<file path="src/rtl/ntt_pkg.sv">
// Shared types and helpers for the NTT index generators.
// Optional feature macro used by the datapath blocks: NTT_STAGE_BUBBLE_EN.
package ntt_pkg;

    localparam int unsigned NTT_LOGN_DEFAULT = 3;

    typedef enum logic [1:0] {
        ST_IDLE   = 2'd0,
        ST_RUN    = 2'd1,
        ST_BUBBLE = 2'd2,
        ST_DONE   = 2'd3
    } ntt_state_e;

    // Insert a zero at bit position pos: bits below pos stay, bits at/above pos move up one.
    function automatic logic [31:0] insert_zero_bit(input logic [31:0] value, input int unsigned pos);
        logic [31:0] low_mask;
        low_mask = (32'd1 << pos) - 32'd1;
        return ((value & ~low_mask) << 1) | (value & low_mask);
    endfunction

endpackage

</file>
<file path="src/rtl/ntt_index_counter_up_counter.sv">
// Parameterised wrapping up counter with enable, synchronous active-low clear
// and a terminal-count flag.
module counter_up
    import ntt_pkg::*;
#(
    parameter int unsigned W   = 1,
    parameter int unsigned MAX = 1
) (
    input  logic         clk,
    input  logic         clr_n,
    input  logic         en,
    output logic [W-1:0] cnt_q,
    output logic         tc_c
);

    logic [W-1:0] cnt_d;

    // Terminal count and next value: wrap to zero when enabled at MAX.
    always_comb begin
        tc_c  = (cnt_q == W'(MAX));
        cnt_d = cnt_q;
        if (en) begin
            cnt_d = tc_c ? '0 : cnt_q + W'(1);
        end
    end

    // Count register with synchronous clear.
    always_ff @(posedge clk) begin
        if (!clr_n) begin
            cnt_q <= '0;
        end else begin
            cnt_q <= cnt_d;
        end
    end

endmodule

</file>
<file path="src/rtl/ntt_index_counter_up.sv">
// Up-counting butterfly index generator for a radix-2 DIT NTT of size 2^LOGN.
// Emits (addr_a, addr_b, twiddle_idx, stage) per butterfly over valid/ready.
// Define NTT_STAGE_BUBBLE_EN to insert one idle cycle between stages.
module ntt_index_counter_up
    import ntt_pkg::*;
#(
    parameter int unsigned LOGN = NTT_LOGN_DEFAULT
) (
    input  logic                                          clk,
    input  logic                                          rst,
    input  logic                                          start,
    input  logic                                          ready,
    output logic                                          valid,
    output logic [LOGN-1:0]                               addr_a,
    output logic [LOGN-1:0]                               addr_b,
    output logic [((LOGN > 1) ? LOGN - 1 : 1) - 1:0]      twiddle_idx,
    output logic [((LOGN > 1) ? $clog2(LOGN) : 1) - 1:0]  stage,
    output logic                                          busy,
    output logic                                          done
);

    localparam int unsigned AW     = LOGN;
    localparam int unsigned TW     = (LOGN > 1) ? LOGN - 1 : 1;
    localparam int unsigned SW     = (LOGN > 1) ? $clog2(LOGN) : 1;
    localparam int unsigned BW     = TW;
    localparam int unsigned BF_MAX = (1 << (LOGN - 1)) - 1;
    localparam int unsigned ST_MAX = LOGN - 1;

    ntt_state_e    state_q, state_d;
    logic          valid_q, valid_d;
    logic          busy_q, busy_d;
    logic          done_q, done_d;
    logic [AW-1:0] addr_a_q, addr_a_d;
    logic [AW-1:0] addr_b_q, addr_b_d;
    logic [TW-1:0] twiddle_q, twiddle_d;

    logic [BW-1:0] bf_q, bf_nxt_c;
    logic [SW-1:0] stage_q, st_nxt_c;
    logic          bf_tc_c, st_tc_c, st_en_c;
    logic          hs_c, last_c;

    int unsigned   s_c;
    logic [31:0]   low_mask_c;
    logic [31:0]   base_c;

    assign hs_c    = valid_q && ready;
    assign st_en_c = hs_c && bf_tc_c;
    assign last_c  = hs_c && bf_tc_c && st_tc_c;

    // Butterfly index within the stage.
    counter_up #(.W(BW), .MAX(BF_MAX)) u_bf_cnt (
        .clk   (clk),
        .clr_n (rst),
        .en    (hs_c),
        .cnt_q (bf_q),
        .tc_c  (bf_tc_c)
    );

    // Stage index, advanced by the butterfly counter's terminal count.
    counter_up #(.W(SW), .MAX(ST_MAX)) u_stage_cnt (
        .clk   (clk),
        .clr_n (rst),
        .en    (st_en_c),
        .cnt_q (stage_q),
        .tc_c  (st_tc_c)
    );

    // Index pair the counters will hold after this edge, used to preload the output tuple.
    always_comb begin
        bf_nxt_c = bf_q;
        st_nxt_c = stage_q;
        if (hs_c) begin
            if (bf_tc_c) begin
                bf_nxt_c = '0;
                st_nxt_c = st_tc_c ? '0 : stage_q + SW'(1);
            end else begin
                bf_nxt_c = bf_q + BW'(1);
            end
        end
    end

    // Control FSM: next state plus valid/busy/done.
    always_comb begin
        state_d = state_q;
        valid_d = valid_q;
        busy_d  = busy_q;
        done_d  = 1'b0;
        case (state_q)
            ST_IDLE: begin
                valid_d = 1'b0;
                busy_d  = 1'b0;
                if (start) begin
                    state_d = ST_RUN;
                    valid_d = 1'b1;
                    busy_d  = 1'b1;
                end
            end
            ST_RUN: begin
                if (last_c) begin
                    state_d = ST_DONE;
                    valid_d = 1'b0;
                    done_d  = 1'b1;
                end else if (hs_c && bf_tc_c) begin
`ifdef NTT_STAGE_BUBBLE_EN
                    state_d = ST_BUBBLE;
                    valid_d = 1'b0;
`else
                    state_d = ST_RUN;
`endif
                end
            end
            ST_BUBBLE: begin
                state_d = ST_RUN;
                valid_d = 1'b1;
            end
            ST_DONE: begin
                state_d = ST_IDLE;
                busy_d  = 1'b0;
            end
            default: begin
                state_d = ST_IDLE;
                valid_d = 1'b0;
                busy_d  = 1'b0;
            end
        endcase
    end

    // Tuple for the next cycle; held while nothing new is presented.
    always_comb begin
        s_c        = 32'(st_nxt_c);
        low_mask_c = (32'd1 << s_c) - 32'd1;
        base_c     = insert_zero_bit(32'(bf_nxt_c), s_c);
        addr_a_d   = addr_a_q;
        addr_b_d   = addr_b_q;
        twiddle_d  = twiddle_q;
        if (valid_d) begin
            addr_a_d  = AW'(base_c);
            addr_b_d  = AW'(base_c | (32'd1 << s_c));
            twiddle_d = TW'((32'(bf_nxt_c) & low_mask_c) << (ST_MAX - s_c));
        end
    end

    // State and output registers.
    always_ff @(posedge clk) begin
        if (!rst) begin
            state_q   <= ST_IDLE;
            valid_q   <= 1'b0;
            busy_q    <= 1'b0;
            done_q    <= 1'b0;
            addr_a_q  <= '0;
            addr_b_q  <= '0;
            twiddle_q <= '0;
        end else begin
            state_q   <= state_d;
            valid_q   <= valid_d;
            busy_q    <= busy_d;
            done_q    <= done_d;
            addr_a_q  <= addr_a_d;
            addr_b_q  <= addr_b_d;
            twiddle_q <= twiddle_d;
        end
    end

    assign valid       = valid_q;
    assign busy        = busy_q;
    assign done        = done_q;
    assign addr_a      = addr_a_q;
    assign addr_b      = addr_b_q;
    assign twiddle_idx = twiddle_q;
    assign stage       = stage_q;

endmodule
</file>
<file path="config.mk">
export PLATFORM = sky130hd
export DESIGN_NAME = ntt_index_counter_up
export DESIGN_NICKNAME = d
export VERILOG_FILES = /design/src/rtl/ntt_pkg.sv /design/src/rtl/ntt_index_counter_up_counter.sv /design/src/rtl/ntt_index_counter_up.sv
export SDC_FILE = /design/constraint.sdc
export NUM_CORES = 1
export LEC_CHECK = 0
export ABC_AREA = 1
export BUFFER_PORTS_ARGS = -buffer_cell sky130_fd_sc_hd__clkbuf_2
export CAP_MARGIN = 15
export CORE_ASPECT_RATIO = 1.75
export CORE_MARGIN = 2
export CORE_UTILIZATION = 40
export DETAILED_ROUTE_END_ITERATION = 7
export GPL_ROUTABILITY_DRIVEN = 0
export PLACE_DENSITY = 0.74
export SYNTH_ARGS = -nofsm -noshare
export SYNTH_HDL_FRONTEND = slang
export SYNTH_SLANG_ARGS = --single-unit
</file>
<file path="constraint.sdc">
create_clock -name clk -period 1.8 [get_ports clk]
set_input_delay 0.09 -clock clk [delete_from_list [all_inputs] [get_ports clk]]
set_output_delay 0.09 -clock clk [all_outputs]
set_load 0.01 [all_outputs]
</file>
==> results.py, run 1 <==
metrics = {
    "synthesis": {
        "synth_seq_cells": 17,
        "yosysSeqAreaShare": 0.347,
        "syn_area_um2": 981,
        "syn_avg_cell_area_um2": 6.86,
        "mappedNetlistNets": 157,
        "yosys_warnings": 0,
        "yosysUniqueCellTypes": 20,
        "synth_cells": 143,
    },
    "floorplan": {
        "die_h_um": 69.5,
        "core_um2": 2300,
        "die_area_um2": 2880,
        "dieWidth_um": 41.4,
        "num_rows": 23,
        "ios": 17,
        "floorplan.initialDensity": 0.426,
    },
    "layout": {
        "stdcell_area_um2": 1280,
        "area_growth_pct": 30.9,
        "final_layout_size_suffix_gt1_frac": 0.308,
        "num_antenna_cells": 0,
        "layout.nets": 187,
    },
    "clock_network": {
        "cts_buffers": 3,
        "cts_tree": "done",
        "cts_hold_buf": 0,
        "path_clk_slew_ns": 0.06,
        "insertion_delay_ns": 0.25,
        "cts_sinks": 17,
        "clk_path_buf_depth": 2,
        "cts-root-buf": "clkbuf_8",
        "h-tree-depth": 1,
    },
    "power": {
        "power_frac_seq": 0.427,
        "vdd_ir_drop_max_v": 0.000647,
        "intPower_mw": 0.750,
        "swShare": 0.335,
        "clkPwrFrac": 0.253,
        "power.leakage_nw": 0.671,
        "p_per_area_nw_per_um2": 878,
        "finalPower_mw": 1.13,
        "power_frac_comb": 0.320,
        "power_switching_mw": 0.378,
    },
    "run_status": {
        "status": "completed",
    },
    "timing": {
        "rsz0062_at_grt": "yes",
        "finalMaxSlewViolations": 0,
        "final-setup-viol-count": 0,
        "max_freq_mhz": 556,
        "setup_ws_ns": 0.00108,
        "relSlewSlack": 0.797,
        "hold_viol_final": 0,
        "worst_pin_slew_ns": 0.304,
        "min_period_over_period": 0.999,
        "hold_ws_ns": 0.140,
        "fin_crit_ns": 1.80,
        "finalClockSkew_ns": 0.00188,
    },
    "critical_path": {
        "startpoint_type": "flip-flop",
        "cp_max_fo": 3,
        "endpoint_kind": "flip-flop",
        "worstPathRequired_ns": 1.95,
        "worstPathArrival_ns": 1.95,
        "path_class": "flip-flop to flip-flop",
    },
    "global_route": {
        "grt_use_total": 0.171,
        "grt_overflow_total": 0,
        "grt_util_met2": 0.319,
        "use_met3": 0.0208,
        "grt_pass1_vias": 935,
        "grt_busiest_layer": "met2",
        "grt_max_degree": 12,
        "grt_first_pass_wirelength_mm": 3.84,
        "antenna_found_initial": 0,
        "use_met1": 0.165,
    },
    "place": {
        "portBuffers": 16,
        "placed_cell_area_um2": 1170,
        "dpl.hpwl_mm": 1.71,
        "place_ws_ns": -0.0569,
    },
    "detailed_routing": {
        "wl_per_cell_um": 11.4,
        "drt-total-wl_mm": 2.25,
        "dr_total_vias": 956,
        "drtPass1Iterations": 6,
        "ant_nets": 0,
        "vias_per_cell": 4.85,
        "drcViolationCount": 0,
        "drtIter0Drc": 39,
    },
    "hold_path": {
        "hold_class": "primary input to flip-flop",
    },
    "job": {
        "cap_violations": 0,
    },
}
-- cells in the mapped netlist (all sizes together) --
master  number  share of area
a22oi        1         0.0077
o21bai       1          0.011
a21oi        4          0.020
a21boi       1          0.011
clkbuf       1         0.0077
nand3       10          0.056
dfxtp       17           0.35
ha          10           0.13
nand3b       1         0.0077
nand2       37           0.15
inv         24          0.092
or2          2          0.013
xnor2        1         0.0089
nor2        29           0.11
o21ai        4          0.024
-- layout make-up --
type	instances	area [µm²]
timing repair buffer	26	155
multi-input combinational	101	616
clock buffer	4	45.0
tap	25	31.3
sequential	17	347
fill	237	1020
inverter	24	90.1
-- registers in the layout (all words and copies together) (netlist names) --
register / flops
addr_a: 3
addr_b: 3
busy: 1
done: 1
state_q: 2
twiddle_idx: 2
u_bf_cnt.cnt_q: 2
u_stage_cnt.cnt_q: 2
valid: 1
-- critical path, cell delays in order (launching register included) --
cell,delay [ns]
dfxtp_2,0.35
ha_4,0.14
inv_2,0.04
nor2_4,0.08
a21oi_2,0.06
nor2_2,0.13
inv_2,0.08
ha_4,0.18
xnor2_2,0.14
nand2_1,0.09
nand2_1,0.06
or2_0,0.20
nor2_1,0.09
nor2_1,0.04
-- stage by stage --
stage / instances / utilization / TNS [ns]
after floorplan: 143 / - / 0
after CTS: 197 / 0.554 / -0.0188
after global routing: 197 / 0.558 / -0.525
after detailed placement: 191 / 0.508 / -0.163
final: 197 / 0.558 / 0
after global placement: 191 / 0.508 / -0.00964
-- worst paths after layout --
| path | startpoint | to | slack (ns) | cells after the start |
|---|---|---|---|---|
| hold / removal | start | busy$_SDFFE_PN0P_ | 0.14 | 3 |
| setup / recovery | u_bf_cnt.cnt_q[1]$_SDFF_PN0_ | addr_b[1]$_SDFFE_PN0P_ | 0.001 | 13 |
| hold reg to reg | busy$_SDFFE_PN0P_ | busy$_SDFFE_PN0P_ | 0.47 | 2 |
| setup reg to reg | u_bf_cnt.cnt_q[1]$_SDFF_PN0_ | addr_b[1]$_SDFFE_PN0P_ | 0.001 | 13 |
-- power by group through the flow --
stage	Sequential [mW]	Clock (mW)	Combinational, mW
final	0.482	0.285	0.360
after global placement	0.486	0	0.349
after floorplan	0.508	0	0.224
after detailed placement	0.490	0	0.362
after CTS	0.482	0.289	0.365
after global routing	0.492	0.304	0.411
-- layout by cell type, fill, tap and decap left out --
| master | instances |
|---|---|
| nand2_2 | 4 |
| or2_4 | 1 |
| a21oi_2 | 1 |
| a21oi_1 | 3 |
| o21ai_0 | 2 |
| nand3_1 | 9 |
| inv_2 | 2 |
| or2_0 | 1 |
| o21bai_2 | 1 |
| nand2_4 | 1 |
| dfxtp_1 | 14 |
| xnor2_2 | 1 |
| ha_4 | 3 |
| nor2_2 | 2 |
| o21ai_2 | 2 |
| dfxtp_2 | 2 |
| a22oi_1 | 1 |
| clkbuf_8 | 3 |
| nor2_1 | 26 |
| nor2_4 | 1 |
| inv_1 | 22 |
| buf_4 | 10 |
| clkbuf_2 | 16 |
| dfxtp_4 | 1 |
| ha_1 | 7 |
| clkbuf_1 | 1 |
| nand2_1 | 32 |
| a21boi_2 | 1 |
| nand3b_1 | 1 |
| nand3_2 | 1 |
-- cells by family after synthesis --
kind of cell / count (synthesis) / share of synthesized area
flops: 17 / 0.347
compound gates: 11 / 0.0753
fa+ha+maj: 10 / 0.128
xor+xnor: 1 / 0.00893
buf+inv: 25 / 0.0995
simple gates: 79 / 0.342
-- layer usage --
| layer | wire length (µm) | vias up |
|---|---|---|
| li1 | - | 488 |
| met1 | 764 | 440 |
| met2 | 1330 | 17 |
| met3 | 59 | 11 |
| met4 | 102 | 0 |
| met5 | 0 | - |
-- what timing repair did --
item,4_1_cts,5_1_grt
gates resized for setup,12,3
setup endpoints to repair,6,6
endpoints found under the hold margin,0,0
setup buffers,2,0
pin swaps,9,12
(Power assumes the default switching activity.)
==> inputs of run 2 (changes only) <==
BUFFER_PORTS_ARGS = default   (was -buffer_cell sky130_fd_sc_hd__clkbuf_2)
DONT_BUFFER_PORTS = 1   (was default)
PLACE_DENSITY = 0.67   (was 0.74)
==> results.py, run 2 (synthesis gave the netlist of run 1 again) <==
metrics = {
    "critical_path": {
        "ff2ff_path_depth": 13,
        "endpoint_kind": "flip-flop",
        "cp_max_fo": 3,
        "r2r_end": "addr_b[1]$_SDFFE_PN0P_",
        "worstPathArrival_ns": 2.05,
        "startpoint_type": "flip-flop",
        "r2r_start": "u_bf_cnt.cnt_q[0]$_SDFF_PN0_",
        "path_class": "flip-flop to flip-flop",
        "r2r_slack_ns": -0.09,
        "worstPathRequired_ns": 1.95,
    },
    "detailed_routing": {
        "vias_per_cell": 4.86,
        "drtPass1Iterations": 4,
        "wl_per_cell_um": 11.6,
        "ant_nets": 0,
        "wl_met1_um": 774,
        "top_layer_used": "met4",
        "route.met2.wl_mm": 1.24,
        "drt-total-wl_mm": 2.14,
        "dr_total_vias": 900,
        "drtIter0Drc": 29,
        "wl_met3_um": 59,
        "drcViolationCount": 0,
    },
    "timing": {
        "setup_ws_ns": -0.0925,
        "hold_ws_ns": -0.0223,
        "rsz0062_at_grt": "yes",
        "fin_crit_ns": 1.89,
        "max_freq_mhz": 528,
        "finalClockSkew_ns": 0.00369,
        "finalMaxSlewViolations": 0,
        "min_period_over_period": 1.05,
        "worst_pin_slew_ns": 0.343,
        "hold_viol_final": 1,
        "relSlewSlack": 0.771,
        "final-setup-viol-count": 3,
    },
    "job": {
        "cap_violations": 0,
    },
    "layout": {
        "final_layout_size_suffix_gt1_frac": 0.231,
        "layout.nets": 175,
        "stdcell_count": 185,
        "mostFrequentLayoutCells": "34 x nand2_1, 26 x nor2_1, 22 x inv_1",
        "layout_commonest_cell": "nand2_1",
        "area_growth_pct": 25.8,
        "utilization": 0.536,
        "num_antenna_cells": 0,
        "fillers": 217,
    },
    "hold_path": {
        "holdPathStages": 2,
        "hold_class": "primary input to flip-flop",
        "hold_end": "state_q[1]$_SDFFE_PN0P_",
        "worstHoldStart": "rst",
    },
    "floorplan": {
        "die_area_um2": 2880,
        "ios": 17,
        "num_rows": 23,
        "die_h_um": 69.5,
        "core_um2": 2300,
        "floorplan.initialDensity": 0.426,
        "dieWidth_um": 41.4,
    },
    "clock_network": {
        "h-tree-depth": 1,
        "cts_sinks": 17,
        "insertion_delay_ns": 0.26,
        "cts_buffers": 3,
        "cts_tree": "done",
        "path_clk_slew_ns": 0.07,
        "cts-root-buf": "clkbuf_8",
        "clk_path_buf_depth": 2,
    },
    "global_route": {
        "grt_max_degree": 12,
        "grt_overflow_total": 0,
        "grt_use_total": 0.163,
        "grt_first_pass_wirelength_mm": 3.68,
        "grt_pass1_vias": 895,
        "antenna_found_initial": 0,
    },
    "power": {
        "power_frac_seq": 0.461,
        "power.leakage_nw": 0.606,
        "intPower_mw": 0.721,
        "vdd_ir_drop_max_v": 0.000581,
        "clkPwrFrac": 0.269,
        "power_switching_mw": 0.380,
        "p_per_area_nw_per_um2": 892,
        "power_frac_comb": 0.270,
        "swShare": 0.345,
    },
    "run_status": {
        "status": "finished with violations",
        "violations": "negative hold slack, negative setup slack",
    },
    "place": {
        "portBuffers": 0,
        "dpl.hpwl_mm": 1.62,
        "placedCellCount": 177,
        "place_ws_ns": -0.0830,
    },
}
-- run 2: cell count changes in the layout (fill, tap and decap cells not counted), moves of 2 or more --
cell,previous run,this run
buf_4,10,12
clkbuf_2,16,0
nand2_2,4,2
dlygate4sd3_1,0,2
nand2_1,32,34
-- run 2: worst max-delay path by stage --
stage                                  from                     end  depth (start not counted)
6_report       u_bf_cnt.cnt_q[0]$_SDFF_PN0_  addr_b[1]$_SDFFE_PN0P_                         13
4_1_cts        u_bf_cnt.cnt_q[1]$_SDFF_PN0_  addr_b[1]$_SDFFE_PN0P_                         13
2_1_floorplan              valid$_SDFF_PN0_  addr_b[1]$_SDFFE_PN0P_                         12
3_5_place_dp   u_bf_cnt.cnt_q[1]$_SDFF_PN0_  addr_b[1]$_SDFFE_PN0P_                         13
5_1_grt        u_bf_cnt.cnt_q[0]$_SDFF_PN0_  addr_b[1]$_SDFFE_PN0P_                         13
3_3_place_gp   u_bf_cnt.cnt_q[1]$_SDFF_PN0_  addr_b[1]$_SDFFE_PN0P_                         13
-- run 2: critical path, stage by stage, from the launching register on --
cell and delay, ns:
dfxtp_2 0.36, ha_4 0.16, inv_4 0.04, nor2_4 0.11, a21oi_2 0.07, nor2_2 0.14
inv_2 0.08, ha_4 0.17, xnor2_1 0.12, nand2_1 0.09, nand2_1 0.07, or2_0 0.22
nor2_1 0.10, nor2_1 0.05
-- run 2: power by group through the flow --
stage                     sequential (mW)  combinational [mW]  clock, mW
final                               0.508               0.298      0.296
after CTS                           0.509               0.292      0.298
after global placement              0.516               0.280          0
after floorplan                     0.508               0.224          0
after global routing                0.516               0.349      0.316
after detailed placement            0.518               0.290          0
-- run 2: timing repair --
action                                 4_1_cts  5_1_grt
setup endpoints to repair                    5        6
resized for setup                            1       12
hold buffers                                 1        1
pin swaps                                    1       11
setup buffers                                1        1
endpoints found under the hold margin       11        9
-- run 2: layer usage --
metal / global-route usage / vias to the layer above
met5: 0 / -
met2: 0.321 / 16
met3: 0.0260 / 7
met4: 0.0753 / 0
met1: 0.153 / 409
li1: - / 468
-- run 2: per-stage QoR --
stage | hold slack, ns | instance area [µm²] | setup TNS (ns) | power (mW)
2_1_floorplan | 0.252 | 1000 | 0 | 0.732
3_3_place_gp | 0.216 | 1100 | -0.0533 | 0.796
3_5_place_dp | 0.216 | 1100 | -0.168 | 0.808
4_1_cts | -0.0550 | 1170 | -0.0748 | 1.10
5_1_grt | 0.0260 | 1230 | -0.853 | 1.18
6_report | -0.0223 | 1230 | -0.140 | 1.10
-- run 2: area by class of cell --
type                            instances  area [µm²]  share of cell area
Tap cell                               25        31.3              0.0254
Clock inverter                          1        5.00             0.00406
Inverter                               24        92.6              0.0751
Timing Repair Buffer                   14         110              0.0893
Clock buffer                            3        41.3              0.0335
Sequential cell                        17         347               0.281
Multi-Input combinational cell        101         607               0.492
